## config.mk

```make
export PLATFORM = sky130hd
export DESIGN_NAME = core_lsu_axil
export DESIGN_NICKNAME = d
export VERILOG_FILES = /design/src/rtl/core_lsu_axil.sv
export SDC_FILE = /design/constraint.sdc
export NUM_CORES = 1
export LEC_CHECK = 0
export CORE_UTILIZATION = 47
export CTS_CLUSTER_DIAMETER = 100
export CTS_CLUSTER_SIZE = 8
export DETAILED_ROUTE_END_ITERATION = 7
export PLACE_DENSITY = 0.9
export SYNTH_ARGS = -nofsm -noshare
export SYNTH_HDL_FRONTEND = slang
export SYNTH_SLANG_ARGS = --single-unit
```

## constraint.sdc

```tcl
create_clock -name i_clk -period 5.65 [get_ports i_clk]
set_input_delay 0.565 -clock i_clk [delete_from_list [all_inputs] [get_ports i_clk]]
set_output_delay 0.565 -clock i_clk [all_outputs]
set_load 0.05 [all_outputs]
```

## src/rtl/core_lsu_axil.sv

```systemverilog
// Load/store unit: RV32I memory-stage request/response port to an AXI4-Lite master.
// One transaction in flight. Lane steering, strobes and load extension come from the
// captured address; misaligned requests and bus errors are reported, and every AXI
// wait phase is bounded by an optional timeout.
module core_lsu_axil #(
    parameter int unsigned AXI_AWIDTH     = 32,
    parameter int unsigned AXI_DWIDTH     = 32,
    parameter int unsigned TIMEOUT_CYCLES = 255
) (
    input  logic                    i_clk,
    input  logic                    i_rst,
    // pipeline request
    input  logic                    i_req_valid,
    output logic                    o_req_ready,
    input  logic                    i_req_we,
    input  logic [1:0]              i_req_size,
    input  logic                    i_req_unsigned,
    input  logic [31:0]             i_req_addr,
    input  logic [31:0]             i_req_wdata,
    // pipeline response
    output logic                    o_rsp_valid,
    output logic [31:0]             o_rsp_rdata,
    output logic [1:0]              o_rsp_err,
    output logic                    o_busy,
    // AXI4-Lite write address
    output logic                    o_axi_awvalid,
    input  logic                    i_axi_awready,
    output logic [AXI_AWIDTH-1:0]   o_axi_awaddr,
    output logic [2:0]              o_axi_awprot,
    // AXI4-Lite write data
    output logic                    o_axi_wvalid,
    input  logic                    i_axi_wready,
    output logic [AXI_DWIDTH-1:0]   o_axi_wdata,
    output logic [AXI_DWIDTH/8-1:0] o_axi_wstrb,
    // AXI4-Lite write response
    input  logic                    i_axi_bvalid,
    output logic                    o_axi_bready,
    input  logic [1:0]              i_axi_bresp,
    // AXI4-Lite read address
    output logic                    o_axi_arvalid,
    input  logic                    i_axi_arready,
    output logic [AXI_AWIDTH-1:0]   o_axi_araddr,
    output logic [2:0]              o_axi_arprot,
    // AXI4-Lite read data
    input  logic                    i_axi_rvalid,
    output logic                    o_axi_rready,
    input  logic [AXI_DWIDTH-1:0]   i_axi_rdata,
    input  logic [1:0]              i_axi_rresp
);

    localparam int unsigned SW       = AXI_DWIDTH / 8;
    localparam int unsigned OFFW     = $clog2(SW);
    localparam int unsigned REPL     = AXI_DWIDTH / 32;
    localparam int unsigned TW       = (TIMEOUT_CYCLES < 2) ? 1 : $clog2(TIMEOUT_CYCLES);
    localparam int unsigned TMO_LAST = (TIMEOUT_CYCLES == 0) ? 0 : TIMEOUT_CYCLES - 1;

    localparam logic [1:0] ERR_OK   = 2'b00;
    localparam logic [1:0] ERR_MIS  = 2'b01;
    localparam logic [1:0] ERR_BUS  = 2'b10;
    localparam logic [1:0] ERR_TMO  = 2'b11;

    typedef enum logic [2:0] {
        S_IDLE,
        S_WRITE,
        S_WRESP,
        S_RADDR,
        S_RDATA,
        S_RESP
    } state_t;

    state_t              r_state;
    state_t              w_state_nxt;

    logic                r_req_ready, w_req_ready_nxt;
    logic                r_busy, w_busy_nxt;
    logic                r_rsp_valid, w_rsp_valid_nxt;
    logic [1:0]          r_rsp_err, w_rsp_err_nxt;
    logic [31:0]         r_rsp_rdata, w_rsp_rdata_nxt;
    logic                r_awvalid, w_awvalid_nxt;
    logic                r_wvalid, w_wvalid_nxt;
    logic                r_bready, w_bready_nxt;
    logic                r_arvalid, w_arvalid_nxt;
    logic                r_rready, w_rready_nxt;
    logic [TW-1:0]       r_tmo, w_tmo_nxt;

    logic [AXI_AWIDTH-1:0] r_addr;
    logic [OFFW-1:0]       r_off;
    logic [1:0]            r_size;
    logic                  r_unsigned;
    logic [AXI_DWIDTH-1:0] r_wdata_bus;
    logic [SW-1:0]         r_wstrb;

    logic                  w_accept;
    logic                  w_misaligned;
    logic                  w_tmo_hit;
    logic [OFFW-1:0]       w_req_off;
    logic [AXI_DWIDTH-1:0] w_wdata_bus;
    logic [SW-1:0]         w_strb_base;
    logic [SW-1:0]         w_wstrb;
    logic [31:0]           w_rlane;
    logic [31:0]           w_load_ext;
    logic                  w_aw_done;
    logic                  w_w_done;
    logic                  w_unused;

    // Request decode: accept, alignment and write-lane steering from the incoming address
    assign w_accept     = (r_state == S_IDLE) && r_req_ready && i_req_valid;
    assign w_req_off    = i_req_addr[OFFW-1:0];
    assign w_misaligned = (i_req_size == 2'b11)
                       || ((i_req_size == 2'b01) && i_req_addr[0])
                       || ((i_req_size == 2'b10) && (i_req_addr[1:0] != 2'b00));
    assign w_wdata_bus  = {REPL{i_req_wdata}} << {w_req_off, 3'b000};
    assign w_wstrb      = w_strb_base << w_req_off;
    assign w_tmo_hit    = (TIMEOUT_CYCLES != 0) && (r_tmo == TW'(TMO_LAST));
    assign w_unused     = ^{i_axi_bresp[0], i_axi_rresp[0]};

    // Byte-enable pattern for the access size before lane shifting
    always_comb begin
        w_strb_base = '0;
        case (i_req_size)
            2'b00:   w_strb_base = SW'(4'h1);
            2'b01:   w_strb_base = SW'(4'h3);
            2'b10:   w_strb_base = SW'(4'hF);
            default: w_strb_base = '0;
        endcase
    end

    // Load lane extraction and sign/zero extension from the captured size/offset
    assign w_rlane = 32'(i_axi_rdata >> {r_off, 3'b000});
    always_comb begin
        w_load_ext = w_rlane;
        case (r_size)
            2'b00:   w_load_ext = r_unsigned ? {24'd0, w_rlane[7:0]}
                                             : {{24{w_rlane[7]}}, w_rlane[7:0]};
            2'b01:   w_load_ext = r_unsigned ? {16'd0, w_rlane[15:0]}
                                             : {{16{w_rlane[15]}}, w_rlane[15:0]};
            default: w_load_ext = w_rlane;
        endcase
    end

    // Capture request fields and steered write payload at accept
    always_ff @(posedge i_clk or posedge i_rst) begin
        if (i_rst) begin
            r_addr      <= '0;
            r_off       <= '0;
            r_size      <= '0;
            r_unsigned  <= 1'b0;
            r_wdata_bus <= '0;
            r_wstrb     <= '0;
        end else if (w_accept) begin
            r_addr      <= i_req_addr[AXI_AWIDTH-1:0];
            r_off       <= w_req_off;
            r_size      <= i_req_size;
            r_unsigned  <= i_req_unsigned;
            r_wdata_bus <= w_wdata_bus;
            r_wstrb     <= w_wstrb;
        end
    end

    // Next-state and next-output logic; every handshake output is registered
    always_comb begin
        w_state_nxt     = r_state;
        w_rsp_valid_nxt = 1'b0;
        w_rsp_err_nxt   = r_rsp_err;
        w_rsp_rdata_nxt = r_rsp_rdata;
        w_awvalid_nxt   = r_awvalid;
        w_wvalid_nxt    = r_wvalid;
        w_bready_nxt    = r_bready;
        w_arvalid_nxt   = r_arvalid;
        w_rready_nxt    = r_rready;
        w_tmo_nxt       = r_tmo + TW'(1);
        w_aw_done       = !r_awvalid || i_axi_awready;
        w_w_done        = !r_wvalid || i_axi_wready;

        case (r_state)
            S_IDLE: begin
                w_tmo_nxt = '0;
                if (w_accept) begin
                    if (w_misaligned) begin
                        w_state_nxt     = S_RESP;
                        w_rsp_valid_nxt = 1'b1;
                        w_rsp_err_nxt   = ERR_MIS;
                        w_rsp_rdata_nxt = '0;
                    end else if (i_req_we) begin
                        w_state_nxt   = S_WRITE;
                        w_awvalid_nxt = 1'b1;
                        w_wvalid_nxt  = 1'b1;
                    end else begin
                        w_state_nxt   = S_RADDR;
                        w_arvalid_nxt = 1'b1;
                    end
                end
            end
            S_WRITE: begin
                w_awvalid_nxt = r_awvalid && !i_axi_awready;
                w_wvalid_nxt  = r_wvalid && !i_axi_wready;
                if (w_aw_done && w_w_done) begin
                    w_state_nxt  = S_WRESP;
                    w_bready_nxt = 1'b1;
                    w_tmo_nxt    = '0;
                end else if (w_tmo_hit) begin
                    w_state_nxt     = S_RESP;
                    w_awvalid_nxt   = 1'b0;
                    w_wvalid_nxt    = 1'b0;
                    w_rsp_valid_nxt = 1'b1;
                    w_rsp_err_nxt   = ERR_TMO;
                    w_rsp_rdata_nxt = '0;
                end
            end
            S_WRESP: begin
                if (i_axi_bvalid) begin
                    w_state_nxt     = S_RESP;
                    w_bready_nxt    = 1'b0;
                    w_rsp_valid_nxt = 1'b1;
                    w_rsp_err_nxt   = i_axi_bresp[1] ? ERR_BUS : ERR_OK;
                    w_rsp_rdata_nxt = '0;
                end else if (w_tmo_hit) begin
                    w_state_nxt     = S_RESP;
                    w_bready_nxt    = 1'b0;
                    w_rsp_valid_nxt = 1'b1;
                    w_rsp_err_nxt   = ERR_TMO;
                    w_rsp_rdata_nxt = '0;
                end
            end
            S_RADDR: begin
                if (i_axi_arready) begin
                    w_state_nxt   = S_RDATA;
                    w_arvalid_nxt = 1'b0;
                    w_rready_nxt  = 1'b1;
                    w_tmo_nxt     = '0;
                end else if (w_tmo_hit) begin
                    w_state_nxt     = S_RESP;
                    w_arvalid_nxt   = 1'b0;
                    w_rsp_valid_nxt = 1'b1;
                    w_rsp_err_nxt   = ERR_TMO;
                    w_rsp_rdata_nxt = '0;
                end
            end
            S_RDATA: begin
                if (i_axi_rvalid) begin
                    w_state_nxt     = S_RESP;
                    w_rready_nxt    = 1'b0;
                    w_rsp_valid_nxt = 1'b1;
                    w_rsp_err_nxt   = i_axi_rresp[1] ? ERR_BUS : ERR_OK;
                    w_rsp_rdata_nxt = i_axi_rresp[1] ? 32'd0 : w_load_ext;
                end else if (w_tmo_hit) begin
                    w_state_nxt     = S_RESP;
                    w_rready_nxt    = 1'b0;
                    w_rsp_valid_nxt = 1'b1;
                    w_rsp_err_nxt   = ERR_TMO;
                    w_rsp_rdata_nxt = '0;
                end
            end
            S_RESP: begin
                w_state_nxt = S_IDLE;
                w_tmo_nxt   = '0;
            end
            default: begin
                w_state_nxt   = S_IDLE;
                w_awvalid_nxt = 1'b0;
                w_wvalid_nxt  = 1'b0;
                w_bready_nxt  = 1'b0;
                w_arvalid_nxt = 1'b0;
                w_rready_nxt  = 1'b0;
                w_tmo_nxt     = '0;
            end
        endcase

        w_req_ready_nxt = (w_state_nxt == S_IDLE);
        w_busy_nxt      = (w_state_nxt != S_IDLE);
    end

    // State and output registers; reset aborts any transaction in flight
    always_ff @(posedge i_clk or posedge i_rst) begin
        if (i_rst) begin
            r_state     <= S_IDLE;
            r_req_ready <= 1'b0;
            r_busy      <= 1'b0;
            r_rsp_valid <= 1'b0;
            r_rsp_err   <= '0;
            r_rsp_rdata <= '0;
            r_awvalid   <= 1'b0;
            r_wvalid    <= 1'b0;
            r_bready    <= 1'b0;
            r_arvalid   <= 1'b0;
            r_rready    <= 1'b0;
            r_tmo       <= '0;
        end else begin
            r_state     <= w_state_nxt;
            r_req_ready <= w_req_ready_nxt;
            r_busy      <= w_busy_nxt;
            r_rsp_valid <= w_rsp_valid_nxt;
            r_rsp_err   <= w_rsp_err_nxt;
            r_rsp_rdata <= w_rsp_rdata_nxt;
            r_awvalid   <= w_awvalid_nxt;
            r_wvalid    <= w_wvalid_nxt;
            r_bready    <= w_bready_nxt;
            r_arvalid   <= w_arvalid_nxt;
            r_rready    <= w_rready_nxt;
            r_tmo       <= w_tmo_nxt;
        end
    end

    assign o_req_ready   = r_req_ready;
    assign o_busy        = r_busy;
    assign o_rsp_valid   = r_rsp_valid;
    assign o_rsp_err     = r_rsp_err;
    assign o_rsp_rdata   = r_rsp_rdata;
    assign o_axi_awvalid = r_awvalid;
    assign o_axi_awaddr  = r_addr;
    assign o_axi_awprot  = 3'b000;
    assign o_axi_wvalid  = r_wvalid;
    assign o_axi_wdata   = r_wdata_bus;
    assign o_axi_wstrb   = r_wstrb;
    assign o_axi_bready  = r_bready;
    assign o_axi_arvalid = r_arvalid;
    assign o_axi_araddr  = r_addr;
    assign o_axi_arprot  = 3'b000;
    assign o_axi_rready  = r_rready;

endmodule

```

## Word-level counts from Yosys, hierarchy flattened

Cells that the tools add are included.

- Add/sub/neg operators: 1
- Eq/ne operators: 22
- Shift operators: 3
- Mux-type cells: 64
- Bitwise logic cells: 4
- Reduce and logical (&&, ||, !) cells: 32

Operators by type and width:

| kind | number |
|---|---|
| 2-to-1 mux 32 bit | 10 |
| case mux 32 bit (5 select lines) | 1 |
| case mux 32 bit (2 select lines) | 1 |
| << shifter 32 x 5 -> 32 bit | 1 |
| right shift 32 x 5 -> 32 bit | 1 |
| case mux 8 bit (3 select lines) | 1 |
| 2-to-1 mux 1 bit | 23 |
| 2-to-1 mux 3 bit | 7 |
| 2-to-1 mux 2 bit | 10 |
| != test 2 bit, second input constant | 9 |
| 2-to-1 mux 8 bit | 2 |
| OR reduction 4 bit | 4 |
| case mux 1 bit (3 select lines) | 5 |
| case mux 3 bit (5 select lines) | 1 |
| case mux 4 bit (3 select lines) | 1 |
| case mux 2 bit (5 select lines) | 1 |
| AND reduction 5 bit | 2 |
| != test 3 bit, second input constant | 3 |
| adder 8 x 1 -> 8 bit, second input constant | 1 |
| equality test 8 bit, second input constant | 1 |
| logical AND 1 bit | 7 |
| equality test 3 x 2 -> 1 bit, second input constant | 2 |
| equality test 3 bit, second input constant | 2 |
| logical NOT 3 bit | 2 |
| other kinds (15) | 28 |

- Register bits: 126
- Bits of input ports: 112
- Output and inout bits: 148
- Word-level logic and storage cells: 144

## Depth between registers and ports, before layout

- Depth after elaboration: 8
- Mapped depth: 9
- Mapped depth without buffers: 7

## Least setup slack after synthesis

No wires, ideal clock.

- Path type: register -> register
- From: register o_axi_araddr[0] (netlist name)
- To: register r_rsp_rdata[24] (netlist: o_rsp_rdata[24])
- Setup time: 0.127 ns
- Data arrival time: 2.194 ns
- Data required time: 5.523 ns
- Slack: 3.330 ns
- Stages on the path, launching flop included: 8
- Path buffers: 2
- Period minus slack after synthesis: 2.320 ns
- Path through: dfrtp_1 -> buf_2 -> mux2_2 -> mux2i_1 -> nor2b_1 -> a211oi_4 -> buf_6 -> a221o_2

RTL lines:

| what | RTL line | source |
|---|---|---|
| end signal, assigned | 294 | `r_rsp_rdata <= w_rsp_rdata_nxt;` |
| end, declared | 78 | `logic [31:0] r_rsp_rdata, w_rsp_rdata_nxt;` |

## Worst setup path after layout

- From: register r_state[2]
- To: register r_rsp_rdata[31] (netlist: o_rsp_rdata[31])

- Cells in the longest elaborated chain, start to end: 5
- Elaborated cells on any way between the ends: 14
- Those cells by class: 8 x eq/ne; 1 x mux; 5 x reduce/logical

Ends and longest elaborated chain:

| what | RTL line | source |
|---|---|---|
| start, declared | 71 | `state_t r_state;` |
| start signal, assigned | 289 | `r_state <= w_state_nxt;` |
| logical NOT 3 bit | 107, 175 |  |
| logical AND 1 bit (2 in a row) | 107 | `assign w_accept = (r_state == S_IDLE) && r_req_ready && i_req_valid;` |
| != test 2 bit (no line) | - |  |
| AND reduction 5 bit (no line) | - |  |

Several ways; a longest one is shown, not always the timed one.
A chain may end at the register's enable or synchronous reset.

==> out/qor.yml <==
cts_buffer_depth: 2
die_y_um: 118
cts_resized: 0
ctsHoldBuffers: 0
syn_to_final_growth_pct: 47.0
fin_crit_sh_pct: 50.9
start_kind: "register"
cts_buffers: 17
p_int_mw: 3.26
drt_iter0_markers: 363
cp-end-kind: "register"
wl_um: 17800
antenna_found_initial: 0
final_cell_mix: "clkdlybuf4s50_1 (251), dfrtp_1 (124), nand2_1 (67), mux2_2 (49), o21ai_0 (41)"
ys_types: 54
cp.required_ns: 6.00
fin_area_um2: 9260
viasPerCell: 5.56
htreeDepth: 4
clock-sinks: 124
seqPwrFrac_pct: 24.2
hold_violations: 0
fmax_ghz: 0.348
diodes: 0
overflow: 0
grt_start_max_net_pins: 85
postSynthAreaPerCell_um2: 10.6
p_per_area_nw_per_um2: 686
p_switching_mw: 3.09
comb_power_share_pct: 58.3
p_leak_nw: 3.95
dr_total_vias: 5481
ioPinCount: 260
grt_pass1_vias: 5727
wl_per_cell_um: 18.0
crit_slowest_cell: "dfrtp_1"
pwr-share-clk_pct: 17.5
switching_share_pct: 48.7
clock-root-buffer: "clkbuf_16"
clock_latency_ns: 0.41
synth-edff-count: 0
ant_nets: 0
clock_skew_ns: 0.00750
max_stage_delay_ns: 0.63
arrival_ns: 3.23
synth-main-ff-cell: "dfrtp_1"
setup-violations-final: 0
nets: 918
layout_commonest_cell: "clkdlybuf4s50_1"
crit_chain: "nand2_1 > or4_4 > nor3b_2 > nor2b_1 > a221o_2"
synth_warnings: 0
place_area_um2: 8650
drive_above_1_share_pct: 12.9
slew_headroom_pct: 39.8
post-cts-setup-buffers: 0
place_congestion: 0.875
dr.pass1.iters: 5
drv_slew: 0
grt_pass1_wl_um: 28800
gr-usage-all-layers_pct: 26.3
syn-cell-area_um2: 6300
die_w_um: 118
worstMarginPinSlew_ns: 0.903
core_um2: 12800
period_needed_ns: 2.88
initial_core_util_pct: 49.1
drc: 0
finalSetupTns_ns: 0
dpl.hpwl_um: 13000
irDropWorstVdd_mv: 0.428
status: "finished clean"
synth-seq-area-share_pct: 49.3
hold_path.class: "reg2reg"
critPathKind: "reg2reg"
placementRows: 41
cts_tree: "yes"
dieArea_um2: 13900
syn_inst: 595
port_buffers: 251
cts.clk_slew.worst_paths_ns: 0.06
path_delay_family: "simple AND/OR/NAND/NOR gates"
drv_cap: 0
rsz0062_at_grt: "no"
cp_max_fo: 14
worst-path-buf-inv: 0
synth-seq-cells: 124
hold_ws_ns: 0.479
async_reset_ff_share_pct: 100
[registers in the layout, indices dropped and copies added (netlist names)]
register,count
o_axi_araddr,32
o_axi_arvalid,1
o_axi_awvalid,1
o_axi_bready,1
o_axi_rready,1
o_axi_wdata,32
o_axi_wstrb,4
o_axi_wvalid,1
o_busy,1
o_req_ready,1
o_rsp_err,2
o_rsp_rdata,32
o_rsp_valid,1
r_size,2
r_state,3
r_tmo,8
r_unsigned,1
[cell type report]
type	count	area, um2
timing repair buffer	259	2570
tap	172	215
clock inverter	7	110
multi-input combinational	387	2720
inverter	11	43.8
sequential	124	3100
clock buffer	25	495
fill	877	3570
[power by group through the flow]
stage,combinational [mW],sequential (mW),clock [mW]
after global placement,3.64,1.52,0
after CTS,3.72,1.54,1.13
after detailed placement,3.70,1.55,0
after global routing,3.86,1.59,1.17
final,3.71,1.54,1.11
after floorplan,1.50,2.66,0
[per-layer routing]
layer	wire length, um	track usage [%]
met5	0	0
met3	1700	8.72
met1	6440	28.4
met4	518	13.4
met2	9100	46.0
[path summary, 6_finish.rpt]
kind                                                  from                      endpoint  slack [ns]  depth (start not counted)
worst max register to register        r_state[2]$_DFF_PP0_   o_rsp_rdata[31]$_DFFE_PP0P_        2.77                          5
worst max-delay path                  r_state[2]$_DFF_PP0_   o_rsp_rdata[31]$_DFFE_PP0P_        2.77                          5
worst min-delay path            o_axi_wstrb[2]$_DFFE_PP0P_    o_axi_wstrb[2]$_DFFE_PP0P_        0.48                          2
min in group asynchronous                            i_rst  o_axi_araddr[22]$_DFFE_PP0P_        0.72                          2
max in group asynchronous                            i_rst  o_axi_araddr[18]$_DFFE_PP0P_        3.70                          3
worst min register to register  o_axi_wstrb[2]$_DFFE_PP0P_    o_axi_wstrb[2]$_DFFE_PP0P_        0.48                          2
[worst register-to-register path, stage by stage, from the launching register on]
cell,delay [ns]
dfrtp_1,0.63
nand2_1,0.17
or4_4,0.53
nor3b_2,0.59
nor2b_1,0.62
a221o_2,0.28
[metrics by stage]
step,power [mW],cells,setup WS (ns),util [%]
floorplan,4.16,600,1.79,-
global route,6.61,985,2.62,72.2
finish,6.35,985,2.77,72.2
detailed placement,5.25,953,2.44,67.5
global placement,5.16,953,2.54,67.5
CTS,6.38,985,2.81,72.2
[synth_stat cells, types with 8 or more instances]
library cell | n | area (um2)
a21oi_1 | 31 | 155
mux2_2 | 49 | 552
nor2b_1 | 15 | 93.8
o21ai_0 | 41 | 205
dfrtp_1 | 124 | 3100
a211oi_1 | 8 | 60.1
buf_4 | 38 | 285
mux2i_1 | 32 | 320
nand2_1 | 67 | 251
clkbuf_1 | 24 | 90.1
o2bb2ai_1 | 9 | 78.8
a22o_1 | 8 | 70.1
a221o_2 | 9 | 101
inv_1 | 11 | 41.3
o31ai_1 | 11 | 82.6
nor2_1 | 26 | 97.6
[cell families (layout without fill, tap and decap cells)]
kind of cell	after synthesis	in the layout	synth area share, %
compound gates	150	150	16.5
xor+xnor	6	6	0.834
fa+ha+maj	6	6	1.19
buf+inv	89	302	8.09
flops	124	124	49.3
mux	81	81	13.8
other cells	1	6	0.0595
simple gates	138	138	10.2
No activity file was read; power rests on OpenSTA's default activity.
